`config.mk`:
```
export PLATFORM = sky130hd
export DESIGN_NAME = layer_compositor_flat
export DESIGN_NICKNAME = d
export VERILOG_FILES = /design/src/rtl/layer_compositor_pkg.sv /design/src/rtl/layer_compositor_if.sv /design/src/rtl/layer_compositor_palette.sv /design/src/rtl/layer_compositor.sv /design/src/flat_wrapper.sv
export SDC_FILE = /design/constraint.sdc
export NUM_CORES = 1
export LEC_CHECK = 0
export CORE_UTILIZATION = 49
export DETAILED_ROUTE_END_ITERATION = 8
export GPL_ROUTABILITY_DRIVEN = 0
export GPL_TIMING_DRIVEN = 1
export PLACE_DENSITY = 0.78
export REMOVE_ABC_BUFFERS = 1
export SLEW_MARGIN = 20
export SYNTH_ARGS = -nofsm -noshare
export SYNTH_HDL_FRONTEND = slang
export SYNTH_SLANG_ARGS = --single-unit
```
`constraint.sdc`:
```
create_clock -name clk -period 1.7 [get_ports clk]
set_input_delay 0.34 -clock clk [delete_from_list [all_inputs] [get_ports clk]]
set_output_delay 0.34 -clock clk [all_outputs]
set_load 0.005 [all_outputs]
```
`src/rtl/layer_compositor_pkg.sv`:
```
// rtl/layer_compositor_pkg.sv - shared constants and helpers for layer_compositor
//
// Package compositor_pkg:
//   DEF_*           default parameter values for the compositor and its interface
//   RED/GRN/BLU_LSB colour field offsets inside a packed {blue, green, red} pixel
//   PAL_*           world palette reset colours (12-bit {b,g,r})
//   opaque_pos()    bit position of a layer's opaque flag in the packed layer bus
//   chan_lsb()      LSB of colour channel 0/1/2 (red/green/blue) for any colour width
package compositor_pkg;

  localparam int DEF_NUM_LAYERS  = 2;
  localparam int DEF_COLOR_W     = 12;
  localparam int DEF_WORLD_W     = 2;
  localparam int DEF_BLINK_DIV_W = 5;

  localparam int CH_RED = 0;
  localparam int CH_GRN = 1;
  localparam int CH_BLU = 2;

  localparam int RED_LSB = 0;
  localparam int GRN_LSB = DEF_COLOR_W / 3;
  localparam int BLU_LSB = 2 * DEF_COLOR_W / 3;

  localparam logic [11:0] PAL_BG    = 12'h000;
  localparam logic [11:0] PAL_TRAIL = 12'hC66;
  localparam logic [11:0] PAL_OBST  = 12'h1AD;

  // Each layer is COLOR_W colour bits followed by its opaque flag.
  function automatic int opaque_pos(int layer, int color_w);
    return layer * (color_w + 1) + color_w;
  endfunction

  function automatic int chan_lsb(int chan, int color_w);
    return chan * (color_w / 3);
  endfunction

endpackage

```
`src/rtl/layer_compositor_if.sv`:
```
// rtl/layer_compositor_if.sv - pixel, palette-write and VGA signal bundle for layer_compositor
//
// master: the pixel source (DTG / ROM side) driving pixels and palette writes
// slave : the compositor, consuming pixels and driving the VGA pins
// Signals: video_on, world_pixel, layer_pixels, bg_pixel, pal_we, pal_addr,
//          pal_wdata, frame_start, blink_mask (to compositor);
//          vga_red, vga_green, vga_blue, layer_hit (from compositor)
interface layer_compositor_if
  import compositor_pkg::*;
#(
  parameter int NUM_LAYERS = DEF_NUM_LAYERS,
  parameter int COLOR_W    = DEF_COLOR_W,
  parameter int WORLD_W    = DEF_WORLD_W
);

  logic                                video_on;
  logic [WORLD_W-1:0]                  world_pixel;
  logic [NUM_LAYERS*(COLOR_W+1)-1:0]   layer_pixels;
  logic [COLOR_W-1:0]                  bg_pixel;
  logic                                pal_we;
  logic [WORLD_W-1:0]                  pal_addr;
  logic [COLOR_W-1:0]                  pal_wdata;
  logic                                frame_start;
  logic [NUM_LAYERS-1:0]               blink_mask;
  logic [COLOR_W/3-1:0]                vga_red;
  logic [COLOR_W/3-1:0]                vga_green;
  logic [COLOR_W/3-1:0]                vga_blue;
  logic [NUM_LAYERS-1:0]               layer_hit;

  modport master (
    output video_on, world_pixel, layer_pixels, bg_pixel,
    output pal_we, pal_addr, pal_wdata, frame_start, blink_mask,
    input  vga_red, vga_green, vga_blue, layer_hit
  );

  modport slave (
    input  video_on, world_pixel, layer_pixels, bg_pixel,
    input  pal_we, pal_addr, pal_wdata, frame_start, blink_mask,
    output vga_red, vga_green, vga_blue, layer_hit
  );

endinterface

```
`src/rtl/layer_compositor_palette.sv`:
```
// rtl/layer_compositor_palette.sv - world palette register file with reset defaults
//
// Module world_palette:
//   clk, reset      clock, synchronous active-high reset (restores default colours)
//   we/waddr/wdata  write port, committed on the clock edge
//   raddr/rdata     combinational read port; a same-cycle write is not yet visible
module world_palette
  import compositor_pkg::*;
#(
  parameter int COLOR_W = DEF_COLOR_W,
  parameter int WORLD_W = DEF_WORLD_W
) (
  input  logic               clk,
  input  logic               reset,
  input  logic               we,
  input  logic [WORLD_W-1:0] waddr,
  input  logic [COLOR_W-1:0] wdata,
  input  logic [WORLD_W-1:0] raddr,
  output logic [COLOR_W-1:0] rdata
);

  localparam int DEPTH = 1 << WORLD_W;

  logic [COLOR_W-1:0] mem [DEPTH];

  function automatic logic [COLOR_W-1:0] reset_value(int idx);
    case (idx)
      1:       return COLOR_W'(PAL_TRAIL);
      2:       return COLOR_W'(PAL_OBST);
      default: return COLOR_W'(PAL_BG);
    endcase
  endfunction

  always_ff @(posedge clk) begin
    if (reset) begin
      for (int i = 0; i < DEPTH; i++) begin
        mem[i] <= reset_value(i);
      end
    end else if (we) begin
      mem[waddr] <= wdata;
    end
  end

  assign rdata = mem[raddr];

endmodule

```
`src/rtl/layer_compositor.sv`:
```
// rtl/layer_compositor.sv - prioritised icon layers over a palette-mapped world map, 2-cycle pipeline
//
// Ports:
//   clk    system clock
//   reset  synchronous, active-high; clears pipeline, outputs, palette, blink counter
//   bus    layer_compositor_if.slave: pixel inputs, palette write port, blink
//          controls in; vga_red/green/blue and one-hot layer_hit out
// Stage 1 registers the pixel inputs; stage 2 resolves layer priority, world
// palette and backdrop, and registers the VGA outputs.
// Optional macro LAYER_COMPOSITOR_BLINK_EN builds the per-frame blink counter;
// without it frame_start and blink_mask are ignored.
module layer_compositor
  import compositor_pkg::*;
#(
  parameter int NUM_LAYERS  = DEF_NUM_LAYERS,
  parameter int COLOR_W     = DEF_COLOR_W,
  parameter int WORLD_W     = DEF_WORLD_W,
  parameter int BLINK_DIV_W = DEF_BLINK_DIV_W
) (
  input  logic              clk,
  input  logic              reset,
  layer_compositor_if.slave bus
);

  localparam int CH_W    = COLOR_W / 3;
  localparam int LAYER_W = COLOR_W + 1;
  localparam int R_LSB   = chan_lsb(CH_RED, COLOR_W);
  localparam int G_LSB   = chan_lsb(CH_GRN, COLOR_W);
  localparam int B_LSB   = chan_lsb(CH_BLU, COLOR_W);

  // Stage 1 registers
  logic                          s1_video;
  logic [WORLD_W-1:0]            s1_world;
  logic [NUM_LAYERS*LAYER_W-1:0] s1_layers;
  logic [COLOR_W-1:0]            s1_bg;

  // Stage 2 (output) registers
  logic [COLOR_W-1:0]            out_color;
  logic [NUM_LAYERS-1:0]         out_hit;

  logic [COLOR_W-1:0]            pal_rdata;
  logic [NUM_LAYERS-1:0]         layer_blank;

  always_ff @(posedge clk) begin
    if (reset) begin
      s1_video  <= 1'b0;
      s1_world  <= '0;
      s1_layers <= '0;
      s1_bg     <= '0;
    end else begin
      s1_video  <= bus.video_on;
      s1_world  <= bus.world_pixel;
      s1_layers <= bus.layer_pixels;
      s1_bg     <= bus.bg_pixel;
    end
  end

  world_palette #(
    .COLOR_W (COLOR_W),
    .WORLD_W (WORLD_W)
  ) u_palette (
    .clk   (clk),
    .reset (reset),
    .we    (bus.pal_we),
    .waddr (bus.pal_addr),
    .wdata (bus.pal_wdata),
    .raddr (s1_world),
    .rdata (pal_rdata)
  );

`ifdef LAYER_COMPOSITOR_BLINK_EN
  logic [BLINK_DIV_W-1:0] blink_cnt;
  logic [NUM_LAYERS-1:0]  s1_blink_mask;

  always_ff @(posedge clk) begin
    if (reset) begin
      blink_cnt     <= '0;
      s1_blink_mask <= '0;
    end else begin
      if (bus.frame_start) begin
        blink_cnt <= blink_cnt + 1'b1;
      end
      s1_blink_mask <= bus.blink_mask;
    end
  end

  // Blink phase is the counter MSB: half of every 2^BLINK_DIV_W frames hidden.
  assign layer_blank = blink_cnt[BLINK_DIV_W-1] ? s1_blink_mask : '0;
`else
  logic unused_blink;
  assign unused_blink = ^{bus.frame_start, bus.blink_mask, BLINK_DIV_W[0]};
  assign layer_blank  = '0;
`endif

  // Priority chain: a layer takes the pixel only if no lower-index layer did,
  // so take[] is one-hot and the colour can be OR-accumulated without muxes.
  logic [NUM_LAYERS:0]   none_above;
  logic [NUM_LAYERS-1:0] take;
  logic [COLOR_W-1:0]    color_acc [NUM_LAYERS+1];

  assign none_above[0] = 1'b1;
  assign color_acc[0]  = '0;

  for (genvar g = 0; g < NUM_LAYERS; g++) begin : g_layer
    logic               opaque;
    logic [COLOR_W-1:0] color;

    assign opaque          = s1_layers[opaque_pos(g, COLOR_W)];
    assign color           = s1_layers[g*LAYER_W +: COLOR_W];
    assign take[g]         = opaque & ~layer_blank[g] & none_above[g];
    assign none_above[g+1] = none_above[g] & ~take[g];
    assign color_acc[g+1]  = color_acc[g] | ({COLOR_W{take[g]}} & color);
  end

  logic [COLOR_W-1:0]    next_color;
  logic [NUM_LAYERS-1:0] next_hit;

  always_comb begin
    next_color = '0;
    next_hit   = '0;
    if (s1_video) begin
      if (!none_above[NUM_LAYERS]) begin
        next_color = color_acc[NUM_LAYERS];
        next_hit   = take;
      end else if (s1_world == '0) begin
        next_color = s1_bg;
      end else begin
        next_color = pal_rdata;
      end
    end
  end

  always_ff @(posedge clk) begin
    if (reset) begin
      out_color <= '0;
      out_hit   <= '0;
    end else begin
      out_color <= next_color;
      out_hit   <= next_hit;
    end
  end

  assign bus.vga_red   = out_color[R_LSB +: CH_W];
  assign bus.vga_green = out_color[G_LSB +: CH_W];
  assign bus.vga_blue  = out_color[B_LSB +: CH_W];
  assign bus.layer_hit = out_hit;

endmodule

```
`src/flat_wrapper.sv`:
```
// flat-port wrapper written by rule: the top's interface ports become plain ports
module layer_compositor_flat import compositor_pkg::*;
#(
  parameter int NUM_LAYERS  = DEF_NUM_LAYERS,
  parameter int COLOR_W     = DEF_COLOR_W,
  parameter int WORLD_W     = DEF_WORLD_W,
  parameter int BLINK_DIV_W = DEF_BLINK_DIV_W
)
  (clk, reset, bus_video_on, bus_world_pixel, bus_layer_pixels, bus_bg_pixel, bus_pal_we, bus_pal_addr, bus_pal_wdata, bus_frame_start, bus_blink_mask, bus_vga_red, bus_vga_green, bus_vga_blue, bus_layer_hit);
  layer_compositor_if #(.NUM_LAYERS(NUM_LAYERS), .COLOR_W(COLOR_W), .WORLD_W(WORLD_W)) bus_i ();
  input  logic clk;
  input  logic reset;
  input wire logic [$bits(bus_i.video_on)-1:0] bus_video_on;
  input wire logic [$bits(bus_i.world_pixel)-1:0] bus_world_pixel;
  input wire logic [$bits(bus_i.layer_pixels)-1:0] bus_layer_pixels;
  input wire logic [$bits(bus_i.bg_pixel)-1:0] bus_bg_pixel;
  input wire logic [$bits(bus_i.pal_we)-1:0] bus_pal_we;
  input wire logic [$bits(bus_i.pal_addr)-1:0] bus_pal_addr;
  input wire logic [$bits(bus_i.pal_wdata)-1:0] bus_pal_wdata;
  input wire logic [$bits(bus_i.frame_start)-1:0] bus_frame_start;
  input wire logic [$bits(bus_i.blink_mask)-1:0] bus_blink_mask;
  output wire logic [$bits(bus_i.vga_red)-1:0] bus_vga_red;
  output wire logic [$bits(bus_i.vga_green)-1:0] bus_vga_green;
  output wire logic [$bits(bus_i.vga_blue)-1:0] bus_vga_blue;
  output wire logic [$bits(bus_i.layer_hit)-1:0] bus_layer_hit;
  assign bus_i.video_on = bus_video_on;
  assign bus_i.world_pixel = bus_world_pixel;
  assign bus_i.layer_pixels = bus_layer_pixels;
  assign bus_i.bg_pixel = bus_bg_pixel;
  assign bus_i.pal_we = bus_pal_we;
  assign bus_i.pal_addr = bus_pal_addr;
  assign bus_i.pal_wdata = bus_pal_wdata;
  assign bus_i.frame_start = bus_frame_start;
  assign bus_i.blink_mask = bus_blink_mask;
  assign bus_vga_red = bus_i.vga_red;
  assign bus_vga_green = bus_i.vga_green;
  assign bus_vga_blue = bus_i.vga_blue;
  assign bus_layer_hit = bus_i.layer_hit;
  layer_compositor #(.NUM_LAYERS(NUM_LAYERS), .COLOR_W(COLOR_W), .WORLD_W(WORLD_W), .BLINK_DIV_W(BLINK_DIV_W)) u_core (.clk(clk), .reset(reset), .bus(bus_i));
endmodule
```
==> impl_metrics.ini, run 1 <==
[clock_tree]
cts_tree = yes
numClockSinks = 91
clk_pin_slew_ns = 0.08
cts_hold_buf = 0
cts-buffers-inserted = 9
htree_num_levels = 3
clk_latency_ns = 0.35
cts_resized = 0
cts_buffer_depth = 2
post-cts-setup-buffers = 0
root_buffer = clkbuf_8

[sta]
hold_viol_final = 0
rsz0062_at_grt = false
slew_headroom_pct = 48.9
drv_slew = 0
fin_crit_ns = 1.55
finalCritPeriodShare_pct = 91.3
fin_skew_ns = 0.00653
finalWorstSetupSlack_ns = 0.148
worst_pin_slew_ns = 0.765
setup_viol = 0
fmax_mhz = 645
fin_hold_ws_ns = 0.340

[setup_path]
crit_fanout = 12
cp.required_ns = 1.91
start_kind = input port
crit_type = input port to flop
end_kind = flop
arrival_ns = 1.76

[route]
wl_met2_um = 2910
wirelength_met1_um = 2860
drt-pass1-iter-count = 4
routed.top_layer = met4
antenna_left = 0
drt_iter0_drc = 125
routed_via_density = 4.85
drc_errors = 0
vias = 2175
routed_wl_um = 6190
met3_length_um = 290
wl_per_cell_um = 13.8

[power_and_ir_drop]
combPwrFrac_pct = 10.9
cell_internal_pwr_w = 0.00319
irDropWorstVdd_mv = 0.495
swShare_pct = 21.9
p_sw_w = 0.000895
p_clk_share_pct = 29.7
cellPowerDensity_nw_per_um2 = 922
leakagePower_nw = 1.60
p_seq_share_pct = 59.4
p_total_w = 0.00409

[layout]
nets = 408
final_common_cell = clkdlybuf4s50_1
num_antenna_cells = 0
layout_common_cells = 70 x clkdlybuf4s50_1, 55 x dfxtp_1, 43 x nor2b_1
area_delta_synth_final_pct = 29.2
drive_above_1_share_pct = 9.66
final_core_utilization_pct = 65.2

[die]
die_area_um2 = 7340
io_pins = 75
die_y_um = 85.7
core_region_area_um2 = 6790
fp-row-count = 30
die_x_um = 85.7
initial_core_util_pct = 50.5

[yosys]
synth_cell_types = 25
yosysWarnings = 0
synth_cells = 270
synth.cell_area_um2 = 3430
ys_ff_latch = 91
syn_avg_cell_area_um2 = 12.7
ys_seq_area_share_pct = 63.6

[global_route]
antenna_found_initial = 0
grt_usage_pct = 18.7
grt_pass1_wl_um = 10100
grt_overflow = 0
grt_max_degree = 26
grt_pass1_vias = 2157

[flow_run]
maxCapViolations = 0

[hold_path]
hold_path_class = input port to flop

[placed_design]
hpwl_um = 4100
dp_slack_ns = -0.217
port_buffers = 71

[outcome]
status = completed
-- sequential cells by signal (all words and copies together) (netlist names) --
signal,count
u_core.u_palette.mem,36
u_core.s1_layers,26
u_core.out_color,12
u_core.s1_bg,12
u_core.bus.layer_hit,2
u_core.s1_world,2
u_core.s1_video,1
-- worst max-delay path, cell delays in order --
cell,delay [ns]
clkdlybuf4s50_1,0.54
nor2b_1,0.65
and2_1,0.23
-- power groups by stage --
stage | combinational, W | clock [W] | sequential, W
2_1_floorplan | 0.000177 | 0 | 0.00248
3_3_place_gp | 0.000441 | 0 | 0.00247
3_5_place_dp | 0.000448 | 0 | 0.00248
4_1_cts | 0.000451 | 0.00123 | 0.00243
5_1_grt | 0.000484 | 0.00132 | 0.00244
6_report | 0.000446 | 0.00121 | 0.00243
-- final cells by class --
cell class,count,area (um^2)
Multi-Input combinational cell,161,1130
Tap cell,96,120
Clock buffer,13,139
Fill cell,539,2360
Clock inverter,3,15.0
Inverter,1,3.75
Timing Repair Buffer,83,846
Sequential cell,91,2180
-- layer usage --
| layer | vias to the layer above | GRT usage, % |
|---|---|---|
| li1 | 1078 | - |
| met1 | 1030 | 23.8 |
| met2 | 57 | 30.0 |
| met3 | 10 | 3.95 |
| met4 | 0 | 9.85 |
| met5 | - | 0 |
-- synthesized netlist by cell type --
cell type	instances	area, um^2
a21oi_1	11	55.1
a21oi_2	1	8.76
a31o_2	1	8.76
and2_1	25	156
and3_1	1	6.26
buf_12	2	40.0
buf_2	1	5.00
buf_4	1	7.51
buf_6	2	22.5
clkbuf_1	9	33.8
clkbuf_2	2	10.0
dfxtp_1	55	1100
edfxtp_1	36	1080
inv_1	1	3.75
mux2i_1	24	240
nand2_1	12	45.0
nand2b_1	13	81.3
nand2b_4	1	13.8
nor2b_1	43	269
nor3b_2	2	25.0
o21ai_0	12	60.1
o221a_1	11	124
o221a_2	1	11.3
or2_2	2	12.5
or2_4	1	8.76
-- path summary, 6_finish.rpt --
| path | start | end | slack, ns | cells past startpoint |
|---|---|---|---|---|
| worst max-delay path | bus_pal_we | u_core.u_palette.mem[3][7] | 0.15 | 3 |
| worst min-delay path | reset | u_core.s1_layers[24] | 0.34 | 2 |
| worst max register to register | u_core.s1_layers[25] | u_core.out_color[5] | 0.32 | 3 |
| worst min register to register | u_core.s1_layers[12] | u_core.bus.layer_hit[0] | 0.47 | 1 |
-- per-stage QoR --
stage,setup TNS (ns),cell area [um^2],instances
floorplan,0,3310,253
global placement,-1.97,4280,432
detailed placement,-3.65,4280,432
CTS,0,4430,448
global route,0,4430,448
finish,0,4430,448
-- cell families (layout without fill, tap and decap cells) --
logic type	count (synthesis)	after routing	share of synthesized area (%)
muxes	24	24	7.00
buffers and inverters	18	100	3.57
and+or+nand+nor	100	100	18.0
DFF	91	91	63.6
AOI/OAI and AO/OA	37	37	7.80
Power figures use the tool's default switching activity.
==> run 2: changes to the inputs <==
Settings changed: CORE_UTILIZATION 49 to 55, CTS_BUF_LIST from default to sky130_fd_sc_hd__clkbuf_2, PLACE_DENSITY 0.78 to 0.86.
Clock period 1.7 ns to 1.9 ns, I/O delays scaled along.
==> run 2 against run 1 <==
Effect of this change:
- flip-flop and latch count is the same
- global-route usage grew 1.9 points
- routed wire length rose by 0.31%
- via count is 1.4% lower
- first-iteration DRC count is 37% lower
- largest power group unchanged
==> impl_metrics.ini, run 2 (synthesized netlist as in run 1, its figures left out) <==
[route]
vias = 2144
drt-pass1-iter-count = 4
wl_per_cell_um = 14.7
drt_iter0_drc = 79
routed_wl_um = 6210
routed_via_density = 5.07
antenna_left = 0
drc_errors = 0

[sta]
rsz0062_at_grt = false
fin_crit_ns = 1.77
finalCritPeriodShare_pct = 93.0
hold_viol_final = 0
worst_pin_slew_ns = 0.604
fmax_mhz = 566
drv_slew = 0
slew_headroom_pct = 59.7
finalSetupTns_ns = 0
setup_viol = 0
fin_hold_ws_ns = 0.313
fin_skew_ns = 0.0383

[setup_path]
max_stage_delay_ns = 0.49
path_buf_inv = 1
crit_cells = 1
end_kind = output port
cp.required_ns = 1.52
worst_path_dominant_cell_family = buffers and inverters
slowest_stage = clkdlybuf4s50_1
start_kind = flop
crit_type = flop to output port
reg2reg_slack_ns = 0.48
path_cells = clkdlybuf4s50_1
r2r_cells = 3
arrival_ns = 1.39
crit_fanout = 1

[die]
fp-row-count = 28
die_x_um = 81.0
die_y_um = 81.0
io_pins = 75
die_area_um2 = 6560
initial_core_util_pct = 57.6
core_region_area_um2 = 5960

[clock_tree]
cts_hold_buf = 0
cts-buffers-inserted = 9
root_buffer = clkbuf_2
htree_num_levels = 3
cts_buffer_depth = 2
clk_pin_slew_ns = 0.25
numClockSinks = 91
post-cts-setup-buffers = 0
cts_tree = yes
clk_latency_ns = 0.52
cts_resized = 0

[power_and_ir_drop]
irDropWorstVdd_mv = 0.374
leakagePower_nw = 1.54
cellPowerDensity_nw_per_um2 = 785

[placed_design]
hpwl_um = 4220
port_buffers = 71
placed_area_um2 = 4170
placedCellCount = 407

[global_route]
grt_usage_pct = 20.6
grt_pass1_vias = 2012
grt_overflow = 0
grt_pass1_wl_um = 9620
grt_max_degree = 32
antenna_found_initial = 0

[layout]
final_cells = 423
layout_common_cells = 70 x clkdlybuf4s50_1, 55 x dfxtp_1, 43 x nor2b_1
top_regs = u_core.u_palette.mem: 36 flops, u_core.s1_layers: 26 flops
num_antenna_cells = 0
drive_above_1_share_pct = 9.48
final_common_cell = clkdlybuf4s50_1
regMostFlops = u_core.u_palette.mem
fin_area_um2 = 4260
fill_cells = 429
largest_reg_flops = 36
nets = 404
area_delta_synth_final_pct = 24.1

[outcome]
status = completed

[flow_run]
maxCapViolations = 0

[hold_path]
hold_path_class = input port to flop
holdPathStages = 3
## run 2: worst paths after layout
check,start,endpoint
max reg2reg,u_core.s1_layers[25],u_core.out_color[6]
max,u_core.bus.layer_hit[1],bus_layer_hit[1]
min reg2reg,u_core.s1_layers[12],u_core.bus.layer_hit[0]
min,reset,u_core.s1_bg[10]
## run 2: where the power goes
| part | internal, W | switching, W | total (W) |
|---|---|---|---|
| logic | 0.000223 | 0.000159 | 0.000382 |
| registers | 0.00215 | 0.0000303 | 0.00218 |
| clock network | 0.000177 | 0.000605 | 0.000782 |
| total | 0.00255 | 0.000795 | 0.00334 |
## run 2: area by class of cell
cell class / instances / area [um^2] / share of cell area, %
flip-flops and latches: 91 / 2180 / 51.3
multi-input cells: 161 / 1130 / 26.5
repair buffers: 79 / 766 / 18.0
well taps: 75 / 93.8 / 2.20
clock buffers: 11 / 55.1 / 1.29
clock inverters: 5 / 30.0 / 0.705
inverters: 1 / 3.75 / 0.0882
## run 2: worst reg2reg max path: cells and delay by family (launching register included)
family	cells	cell delay [ns]
flip-flops	1	0.39
AND/OR/NAND/NOR	1	0.49
AO/OA/AOI/OAI	2	0.43
## run 2: layer usage
metal | GRT usage (%) | up-vias | routed length [um]
met5 | 0 | - | 0
met4 | 10.7 | 0 | 139
met3 | 3.71 | 11 | 227
li1 | - | 1075 | -
met1 | 27.6 | 1006 | 2820
met2 | 31.9 | 52 | 3030
## run 2: stage by stage
step	utilization [%]	setup slack [ns]	power, W
3_3_place_gp	70.0	0.0645	0.00259
5_1_grt	71.5	0.0429	0.00347
4_1_cts	71.5	0.106	0.00335
2_1_floorplan	-	0.234	0.00238
3_5_place_dp	70.0	0.0234	0.00260
6_report	71.5	0.134	0.00334
